===== src/rtl/core_pkg.sv =====
// Shared definitions for the 16-bit Harvard core: widths, instruction fields,
// opcodes and the per-opcode operand/writeback classification.
package core_pkg;

   localparam int REG_W = 16;
   localparam int NREG  = 32;
   localparam int RA_W  = $clog2(NREG);
   localparam int IMM_W = 7;

   localparam int OP_MSB  = 15;
   localparam int OP_LSB  = 12;
   localparam int RD_MSB  = 11;
   localparam int RD_LSB  = 7;
   localparam int RS_MSB  = 6;
   localparam int RS_LSB  = 2;
   localparam int IMM_MSB = 6;
   localparam int IMM_LSB = 0;

   localparam logic [3:0] OP_ADD  = 4'd0;
   localparam logic [3:0] OP_SUB  = 4'd1;
   localparam logic [3:0] OP_AND  = 4'd2;
   localparam logic [3:0] OP_OR   = 4'd3;
   localparam logic [3:0] OP_XOR  = 4'd4;
   localparam logic [3:0] OP_SHL  = 4'd5;
   localparam logic [3:0] OP_SHR  = 4'd6;
   localparam logic [3:0] OP_MOV  = 4'd7;
   localparam logic [3:0] OP_ADDI = 4'd8;
   localparam logic [3:0] OP_LDI  = 4'd9;
   localparam logic [3:0] OP_LD   = 4'd10;
   localparam logic [3:0] OP_ST   = 4'd11;
   localparam logic [3:0] OP_BEQ  = 4'd12;
   localparam logic [3:0] OP_JMP  = 4'd13;
   localparam logic [3:0] OP_NOP  = 4'd14;
   localparam logic [3:0] OP_HALT = 4'd15;

   typedef enum logic {ST_RUN, ST_HALTED} state_t;

   typedef struct packed {
      logic read_rd;
      logic read_rs;
      logic write_rd;
      logic imm_sext;
      logic imm_zext;
   } dec_t;

   // Which register fields an opcode reads or writes, and whether operand B is an immediate.
   function automatic dec_t decode_op(input logic [3:0] op);
      dec_t d;
      d = '0;
      case (op)
         OP_ADD, OP_SUB, OP_AND, OP_OR, OP_XOR, OP_SHL, OP_SHR: begin
            d.read_rd  = 1'b1;
            d.read_rs  = 1'b1;
            d.write_rd = 1'b1;
         end
         OP_MOV, OP_LD: begin
            d.read_rs  = 1'b1;
            d.write_rd = 1'b1;
         end
         OP_ADDI: begin
            d.read_rd  = 1'b1;
            d.write_rd = 1'b1;
            d.imm_sext = 1'b1;
         end
         OP_LDI: begin
            d.write_rd = 1'b1;
            d.imm_zext = 1'b1;
         end
         OP_ST, OP_BEQ: begin
            d.read_rd = 1'b1;
            d.read_rs = 1'b1;
         end
         OP_JMP: d.read_rs = 1'b1;
         OP_NOP, OP_HALT: d = '0;
         default: d = '0;
      endcase
      return d;
   endfunction

endpackage


===== src/rtl/hazard_scoreboard.sv =====
// Pending-write scoreboard: one bit per architectural register, set on issue of a
// writing instruction and cleared by writeback, with three combinational lookups.
module hazard_scoreboard
   import core_pkg::*;
(
   input  logic            clk,
   input  logic            rst_n,
   input  logic            set_en,
   input  logic [RA_W-1:0] set_addr,
   input  logic            clr_en,
   input  logic [RA_W-1:0] clr_addr,
   input  logic [RA_W-1:0] look_a,
   input  logic [RA_W-1:0] look_b,
   input  logic [RA_W-1:0] look_c,
   output logic            pend_a,
   output logic            pend_b,
   output logic            pend_c
);

   logic [NREG-1:0] pending;
   logic [NREG-1:0] set_mask;
   logic [NREG-1:0] clr_mask;

   // r0 is hardwired, so it is never tracked in either direction.
   always_comb begin
      set_mask = '0;
      clr_mask = '0;
      if (set_en && set_addr != '0) set_mask[set_addr] = 1'b1;
      if (clr_en && clr_addr != '0) clr_mask[clr_addr] = 1'b1;
   end

   always_ff @(posedge clk) begin
      if (!rst_n) pending <= '0;
      else        pending <= (pending & ~clr_mask) | set_mask;
   end

   assign pend_a = pending[look_a];
   assign pend_b = pending[look_b];
   assign pend_c = pending[look_c];

endmodule


===== src/rtl/decode_stage.sv =====
// Decode and operand-fetch stage: decodes the fetched word, reads both operands,
// stalls on scoreboard hazards and holds one payload for execute.
module decode_stage
   import core_pkg::*;
(
   input  logic             clk,
   input  logic             rst_n,
   input  logic             if_valid,
   input  logic [REG_W-1:0] if_instr,
   output logic             if_ready,
   output logic [RA_W-1:0]  rf_raddr_a,
   output logic [RA_W-1:0]  rf_raddr_b,
   input  logic [REG_W-1:0] rf_rdata_a,
   input  logic [REG_W-1:0] rf_rdata_b,
   output logic             ex_valid,
   input  logic             ex_ready,
   output logic [3:0]       ex_op,
   output logic [RA_W-1:0]  ex_rd,
   output logic [REG_W-1:0] ex_a,
   output logic [REG_W-1:0] ex_b,
   output logic             ex_we,
   input  logic             wb_valid,
   input  logic [RA_W-1:0]  wb_addr,
   output logic             halted
);

   logic [3:0]       op;
   logic [RA_W-1:0]  rd;
   logic [RA_W-1:0]  rs;
   logic [IMM_W-1:0] imm7;
   dec_t             dec;
   logic             pend_rd;
   logic             pend_rs;
   logic             pend_dst;
   logic             hazard;
   logic             slot_free;
   logic             issue;
   logic [REG_W-1:0] a_next;
   logic [REG_W-1:0] b_next;
   state_t           state;
   state_t           state_next;

   assign op   = if_instr[OP_MSB:OP_LSB];
   assign rd   = if_instr[RD_MSB:RD_LSB];
   assign rs   = if_instr[RS_MSB:RS_LSB];
   assign imm7 = if_instr[IMM_MSB:IMM_LSB];
   assign dec  = decode_op(op);

   assign rf_raddr_a = rd;
   assign rf_raddr_b = rs;

   hazard_scoreboard u_scoreboard (
      .clk      (clk),
      .rst_n    (rst_n),
      .set_en   (issue && dec.write_rd),
      .set_addr (rd),
      .clr_en   (wb_valid),
      .clr_addr (wb_addr),
      .look_a   (rd),
      .look_b   (rs),
      .look_c   (rd),
      .pend_a   (pend_rd),
      .pend_b   (pend_rs),
      .pend_c   (pend_dst)
   );

   assign hazard    = (dec.read_rd && pend_rd) || (dec.read_rs && pend_rs) ||
                      (dec.write_rd && pend_dst);
   assign slot_free = !ex_valid || ex_ready;
   assign halted    = (state == ST_HALTED);
   assign if_ready  = slot_free && !hazard && !halted;
   assign issue     = if_valid && if_ready;

   always_ff @(posedge clk) begin
      if (!rst_n) state <= ST_RUN;
      else        state <= state_next;
   end

   // HALT is still handed to execute; only later fetches are refused.
   always_comb begin
      state_next = state;
      if (state == ST_RUN && issue && op == OP_HALT) state_next = ST_HALTED;
   end

   // Operands that the opcode does not read are forced to zero.
   always_comb begin
      a_next = '0;
      b_next = '0;
      if (dec.read_rd) a_next = rf_rdata_a;
      if (dec.imm_sext)     b_next = {{(REG_W-IMM_W){imm7[IMM_W-1]}}, imm7};
      else if (dec.imm_zext) b_next = {{(REG_W-IMM_W){1'b0}}, imm7};
      else if (dec.read_rs)  b_next = rf_rdata_b;
   end

   always_ff @(posedge clk) begin
      if (!rst_n) begin
         ex_valid <= 1'b0;
         ex_op    <= '0;
         ex_rd    <= '0;
         ex_a     <= '0;
         ex_b     <= '0;
         ex_we    <= 1'b0;
      end else if (issue) begin
         ex_valid <= 1'b1;
         ex_op    <= op;
         ex_rd    <= rd;
         ex_a     <= a_next;
         ex_b     <= b_next;
         ex_we    <= dec.write_rd;
      end else if (ex_ready) begin
         ex_valid <= 1'b0;
      end
   end

endmodule


===== config.mk =====
export PLATFORM = sky130hd
export DESIGN_NAME = decode_stage
export DESIGN_NICKNAME = d
export VERILOG_FILES = /design/src/rtl/core_pkg.sv /design/src/rtl/hazard_scoreboard.sv /design/src/rtl/decode_stage.sv
export SDC_FILE = /design/constraint.sdc
export NUM_CORES = 1
export LEC_CHECK = 0
export ABC_CLOCK_PERIOD_IN_PS = 3380
export CAP_MARGIN = 30
export CORE_ASPECT_RATIO = 0.75
export CORE_MARGIN = 2
export CORE_UTILIZATION = 40
export DETAILED_ROUTE_END_ITERATION = 10
export GPL_TIMING_DRIVEN = 0
export HOLD_SLACK_MARGIN = 0.12
export PLACE_DENSITY = 0.75
export SLEW_MARGIN = 20
export SYNTH_ARGS = -nofsm -noshare
export SYNTH_HDL_FRONTEND = slang
export SYNTH_SLANG_ARGS = --single-unit
export TNS_END_PERCENT = 5

===== constraint.sdc =====
create_clock -name clk -period 3.38 [get_ports clk]
set_input_delay 0.338 -clock clk [delete_from_list [all_inputs] [get_ports clk]]
set_output_delay 0.338 -clock clk [all_outputs]
set_load 0.01 [all_outputs]

Word-level counts from Yosys, hierarchy flattened
Index checks and enable logic that the tools add are counted.
{"block": "word_totals", "regBits": 76, "elab_cells": 78, "input_bits": 58, "output_inout_bits": 55}
{"block": "classes", "n_mux": 21, "n_eq_ne": 14, "bitwise_logic": 4, "n_lt_le_gt_ge": 5, "reduce_logical": 26}
{"operator": "$mux W16", "count": 4}
{"operator": "$mux W32", "count": 2}
{"operator": "$and A32 B32 Y32", "count": 1}
{"operator": "$not A32 Y32", "count": 1}
{"operator": "$or A32 B32 Y32", "count": 1}
{"operator": "$eq A4 B4 Y1 const B", "count": 7}
{"operator": "$lt A5 B6 Y1 const B", "count": 3}
{"operator": "$eq A4 B3 Y1 const B", "count": 4}
{"operator": "$logic_and A1 B1 Y1", "count": 13}
{"operator": "$reduce_or A12 Y1", "count": 1}
{"operator": "$mux W1", "count": 11}
{"operator": "$reduce_or A11 Y1", "count": 1}
{"operator": "$bmux W1 S5", "count": 2}
{"operator": "$demux W1 S5", "count": 2}
{"operator": "$ge A5 B1 Y1 const B", "count": 2}
{"operator": "$reduce_bool A5 Y1", "count": 2}
{"operator": "$reduce_or A10 Y1", "count": 1}
{"operator": "$eq A4 B2 Y1 const B", "count": 2}
{"operator": "$eq A4 B1 Y1 const B", "count": 1}
{"operator": "$logic_not A4 Y1", "count": 1}
{"operator": "$logic_not A1 Y1", "count": 3}
{"operator": "$logic_or A1 B1 Y1", "count": 3}
{"operator": "$reduce_bool A2 Y1", "count": 1}
{"operator": "$not A1 Y1", "count": 1}

Depth between registers and ports, before layout
Gate-level depths: netlist (run 1).
{"block": "depth", "word_depth": 14, "depth_mapped": 10, "ltp_nobuf": 6}

By module
Synthesis (run 1) repeated with hierarchy kept, for this count alone.
{"block": "unflattened", "hier_cells": 544, "area_unflattened_um2": 4687.0}
{"module": "hazard_scoreboard", "area_per_inst_um2": 2346.0, "n_inst": 1, "cells_per_inst": 295}
{"module": "decode_stage", "area_per_inst_um2": 2341.0, "n_inst": 1, "cells_per_inst": 249}

Worst setup path before layout (run 1)
OpenSTA, ideal clock, no wires.
{"block": "synth_path", "path_type": "input port to flip-flop", "from": "input if_instr[8]", "to": "register u_scoreboard.pending[23]", "n_path_buf": 4, "path_slack_ns": 0.741, "stages": 10, "arrival_time_ns": 2.551, "setup_ns": 0.088, "path_cell_list": "buf_2 -> clkbuf_1 -> mux2_2 -> o22ai_1 -> nor3_1 -> o21a_1 -> or4_1 -> buf_2 -> buf_6 -> o31ai_1"}
{"block": "synth_via", "elab_chain_len": 13, "word_cells_on_any_way": 20}
{"element": "from (decl)", "line_no": "decode_stage.sv:9", "text": "input logic [REG_W-1:0] if_instr,"}
{"element": "$bmux W1 S5", "line_no": "hazard_scoreboard.sv:37, hazard_scoreboard.sv:39"}
{"element": "$mux W1 (not written as such)", "line_no": "hazard_scoreboard.sv:37, hazard_scoreboard.sv:39"}
{"element": "$logic_and A1 B1 Y1", "line_no": "decode_stage.sv:67", "text": "assign hazard = (dec.read_rd && pend_rd) || (dec.read_rs && pend_rs) ||"}
{"element": "$logic_or A1 B1 Y1 (2 in series)", "line_no": "decode_stage.sv:67"}
{"element": "$logic_not A1 Y1", "line_no": "decode_stage.sv:71", "text": "assign if_ready = slot_free && !hazard && !halted;"}
{"element": "$logic_and A1 B1 Y1 (2 in series)", "line_no": "decode_stage.sv:71"}
{"element": "$logic_and A1 B1 Y1", "line_no": "decode_stage.sv:72", "text": "assign issue = if_valid && if_ready;"}
{"element": "$logic_and A1 B1 Y1", "line_no": "decode_stage.sv:55", "text": ".set_en (issue && dec.write_rd),"}
{"element": "$logic_and A1 B1 Y1", "line_no": "hazard_scoreboard.sv:28", "text": "if (set_en && set_addr != '0) set_mask[set_addr] = 1'b1;"}
{"element": "$mux W32 (*)", "line_no": "hazard_scoreboard.sv:28"}
{"element": "$or A32 B32 Y32 (*)", "line_no": "hazard_scoreboard.sv:34", "text": "else pending <= (pending & ~clr_mask) | set_mask;"}
{"element": "to (signal assigned)", "line_no": "hazard_scoreboard.sv:34"}
{"element": "to (decl)", "line_no": "hazard_scoreboard.sv:20", "text": "logic [NREG-1:0] pending;"}
Every way passes the cells marked *; elsewhere a longest branch is shown, timed or not. The select of a mux whose other input is x is not followed.
A chain may end at the register's enable or synchronous reset.

Worst setup path in the final report (run 1)
{"block": "layout_path", "from": "input if_instr[4]", "to": "output if_ready"}
{"block": "layout_via", "elab_chain_len": 8}
{"element": "$bmux W1 S5", "line_no": "hazard_scoreboard.sv:38", "text": "assign pend_b = pending[look_b];"}
{"element": "$mux W1 (not written as such)", "line_no": "hazard_scoreboard.sv:38"}
{"element": "$logic_and A1 B1 Y1", "line_no": "decode_stage.sv:67"}
{"element": "$logic_or A1 B1 Y1 (2 in series)", "line_no": "decode_stage.sv:67"}
{"element": "$logic_not A1 Y1", "line_no": "decode_stage.sv:71"}
{"element": "$logic_and A1 B1 Y1 (2 in series)", "line_no": "decode_stage.sv:71"}
{"element": "to (decl)", "line_no": "decode_stage.sv:10", "text": "output logic if_ready,"}
No other way between the ends. The select of a mux whose other input is x is not followed.

==> results of run 1 <==
## through the flow
stage / setup WS (ns) / cell area, µm² / TNS (ns)
detailed placement: 0.01928 / 5224 / 0
floorplan: 0.7408 / 3981 / 0
global route: 0.008787 / 5505 / 0
CTS: 0.009889 / 5494 / 0
finish: 0.02178 / 5505 / 0
global placement: -0.003617 / 5218 / -0.003617
## how the worst min path moves through the flow
stage | start | slack, ns | endpoint
floorplan | u_scoreboard.pending[0]$_SDFF_PN0_ | 0.44 | u_scoreboard.pending[0]$_SDFF_PN0_
global placement | ex_op[3]$_SDFFE_PN0N_ | 0.44 | ex_op[3]$_SDFFE_PN0N_
detailed placement | ex_rd[4]$_SDFFE_PN0N_ | 0.45 | ex_rd[4]$_SDFFE_PN0N_
CTS | if_instr[7] | 0.46 | ex_rd[0]$_SDFFE_PN0N_
global route | ex_a[2]$_SDFFE_PN0N_ | 0.47 | ex_a[2]$_SDFFE_PN0N_
finish | if_instr[7] | 0.46 | ex_rd[0]$_SDFFE_PN0N_
## flip-flops by register name, summed over array words and instances, names as in the netlist
signal / cells
ex_we: 1
ex_valid: 1
u_scoreboard.pending: 32
ex_rd: 5
ex_a: 16
halted: 1
ex_b: 16
ex_op: 4
## power by group through the flow
| stage | sequential [µW] | clock, µW | combinational, µW |
|---|---|---|---|
| after global routing | 969 | 931 | 521 |
| after CTS | 965 | 892 | 484 |
| after global placement | 982 | 0 | 472 |
| final | 965 | 878 | 489 |
| after detailed placement | 984 | 0 | 481 |
| after floorplan | 999 | 0 | 224 |
## layer usage
metal  up-vias  wire length, µm  track usage
li1       1831                -            -
met1      1882             5581       0.3307
met2       199             5916       0.3774
met3        24             1166      0.05745
met4         0              231      0.07837
met5         -                0            0
## placed cells by master (no fill, tap or decap), types with 4 or more instances in the layout
cell type,instances
buf_2,8
buf_6,4
a21oi_1,13
or3b_2,5
nor2b_1,4
dfxtp_1,76
nand2_1,74
mux4_2,11
o211ai_1,32
mux2i_1,39
nand3_1,6
o31ai_2,6
o21ai_0,9
o22ai_1,4
clkdlybuf4s50_1,105
nand3b_1,7
a22oi_1,8
clkbuf_1,24
a31oi_1,10
clkbuf_16,9
mux2_2,7
buf_4,10
o31ai_1,27
a211oi_1,12
## final cells by class
cell class / instances / area [µm²] / share of cell area
clock inverter: 6 / 41.29 / 0.007500
timing repair buffer: 107 / 1076 / 0.1955
sequential: 76 / 1521 / 0.2764
multi-input combinational: 300 / 2211 / 0.4016
clock buffer: 10 / 229.0 / 0.04159
inverter: 3 / 11.26 / 0.002045
buffer: 46 / 250.2 / 0.04545
tap: 132 / 165.2 / 0.03000
## critical path, stage by stage
cell	delay [ns]
clkdlybuf4s50_1	0.76
mux4_2	0.39
mux2i_1	0.19
mux2i_1	0.13
a22o_1	0.29
nor4_2	0.32
clkdlybuf4s50_1	0.59
## cells by family (layout without fill, tap and decap cells)
kind of cell | count (synthesis) | count (layout) | synth area share
xor gates and xnor gates | 1 | 1 | 0.002200
AOI/OAI and AO/OA | 126 | 126 | 0.2266
muxes | 58 | 58 | 0.1867
buffers and inverters | 49 | 172 | 0.06568
DFF | 76 | 76 | 0.3821
and+or+nand+nor | 115 | 115 | 0.1367
==> summary.md, run 1 <==
| Metric | Value |
|---|---|
| Count leader, synth | dfxtp_1 |
| Die area | 0.01078 mm² |
| Static Leak | 0.002036 µW |
| Row count | 31 |
| DR vias | ~4k |
| Net Sw Frac | 0.2817 |
| Actual slew at the worst max-slew pin | 0.7738 ns |
| Tmin final | 3.358 ns |
| FF-to-FF Start | u_scoreboard.pending[22]$_SDFF_PN0_ |
| Fmax | just under 300 MHz |
| Mean Syn Cell Area | around 9.4 µm² |
| Worst-Skew Late Latency | 0.33 ns |
| Layout fillers | 825 |
| CTS tree | built |
| Post-synth ARST share | 0 |
| Seq/Total Area, Yosys | 0.3821 |
| #FFs+latches synth | 76 |
| DRC | 0 |
| Largest net degree at the start of global routing | 14 |
| Post-synth EDFFs | 0 |
| Die Height | roughly 90 µm |
| Clock skew | 0.003448 ns |
| Worst EP required | 3.04 ns |
| Antenna-violating nets left | 0 |
| Clk root buf | clkbuf_16 |
| Overall power | around 2300 µW |
| Global-route wire length before repair | slightly above 20000 µm |
| CTS Buf Count | 9 |
| Clock Pin Slew Worst Setup and Hold Paths | 0.06 ns |
| VDD IR max | approximately 0.22 mV |
| Core area | 0.009658 mm² |
| Total gr overflow | 0 |
| Final period utilization | 0.9936 |
| DPL Wire Length | 9427 µm |
| Status | complete, no violations |
| CTS HTree Levels | 3 |
| Worst EP arrival | 3.02 ns |
| Endpoints failing setup | 0 |
| Startpoint types | primary input |
| Initial Utilization | 0.4122 |
| DR vias/cell | 5.788 |
| Hold-fix buffers, CTS | 0 |
| Area growth from synthesis to layout | 38.28% |
| Synth area leaders | dfxtp_1 (38%), mux2i_1 (9.8%), nand2_1 (7.0%) |
| Slew Viols, Final | 0 |
| Routed wire length per instance | about 19 µm |
| IO Port Bufs | ~110 |
| Die Width | roughly 120 µm |
| P_sw | about 660 µW |
| Crit Path Class | primary input to output port |
| RSZ-0062 raised after global routing | no |
| All-Layer GR Usage | 0.2422 |
| Placed Cells | 664 |
| Cts repair resizes | 0 |
| Crit path to | if_ready |
| ANT cells | 0 |
| Normalized max-slew margin | 0.4798 |
| WHS Path Cells | 3 |
| Synth Instances | 425 |
| Netlist Area Pre-Place | 0.003981 mm² |
| Boundary pin count | 113 |
| Combinational power share | 0.210 |
| Initial antenna violation count | 0 |
| Sequential share of power | 0.414 |
| Final hold vios | 0 |
| Final hold slack | 0.4600 ns |
| Final WL | 12900 µm |
| Final #Nets | 601 |
| R2R Setup Slk | 0.73 ns |
| Worst flop-to-flop path endpoint | u_scoreboard.pending[22]$_SDFF_PN0_ |
| Post-CTS Setup Bufs | 0 |
| Share of layout cells above drive strength 1 | 0.1259 |
| Top-area cell type share of the netlist area | 0.3821 |
| Critical Path End Type | output port |
| Clock power frac | 0.377 |
| Drt pass-1 iters | 4 |
| RD Place Congestion | around 0.95 |
| Power Internal | around 1700 µW |
| Synth warn | 0 |
| Layout Utilization | 0.5700 |
| Sink Count | 76 |
| Vias in the first global route | 3882 |
| Netlist cell types | 40 |
| Register-to-Register Path Depth | 8 |
| MaxCap Viol Count | 0 |
| Violation count after the first detailed-route iteration | 312 |
| Power per cell area | 423.5 mW/mm² |
| Hold crit path type | primary input to register |
| Largest area contributor in the netlist | dfxtp_1 |
| Post-Syn Nets | 483 |
| Crit path from | if_instr[4] |
| Largest buffer count on any clock path | 2 |
| Non-Filler Instances | 680 |
| Most frequent cells after synthesis | dfxtp_1 (76), nand2_1 (74), mux2i_1 (39), o211ai_1 (32), o31ai_1 (27) |
| Most frequently used flop master after synthesis | dfxtp_1 |
| Crit Path Max Fanout | 6 |
No activity file was read; power rests on OpenSTA's default activity.
==> run 2: changes to the inputs <==
--- a/config.mk
+++ b/config.mk
@@ -10,6 +10,7 @@
 export CORE_ASPECT_RATIO = 0.75
 export CORE_MARGIN = 2
 export CORE_UTILIZATION = 40
+export CTS_CLUSTER_DIAMETER = 120
 export DETAILED_ROUTE_END_ITERATION = 10
 export GPL_TIMING_DRIVEN = 0
 export HOLD_SLACK_MARGIN = 0.12
==> results of run 2 <==
No change in the layout: final DEF, timing and power equal those of run 1.
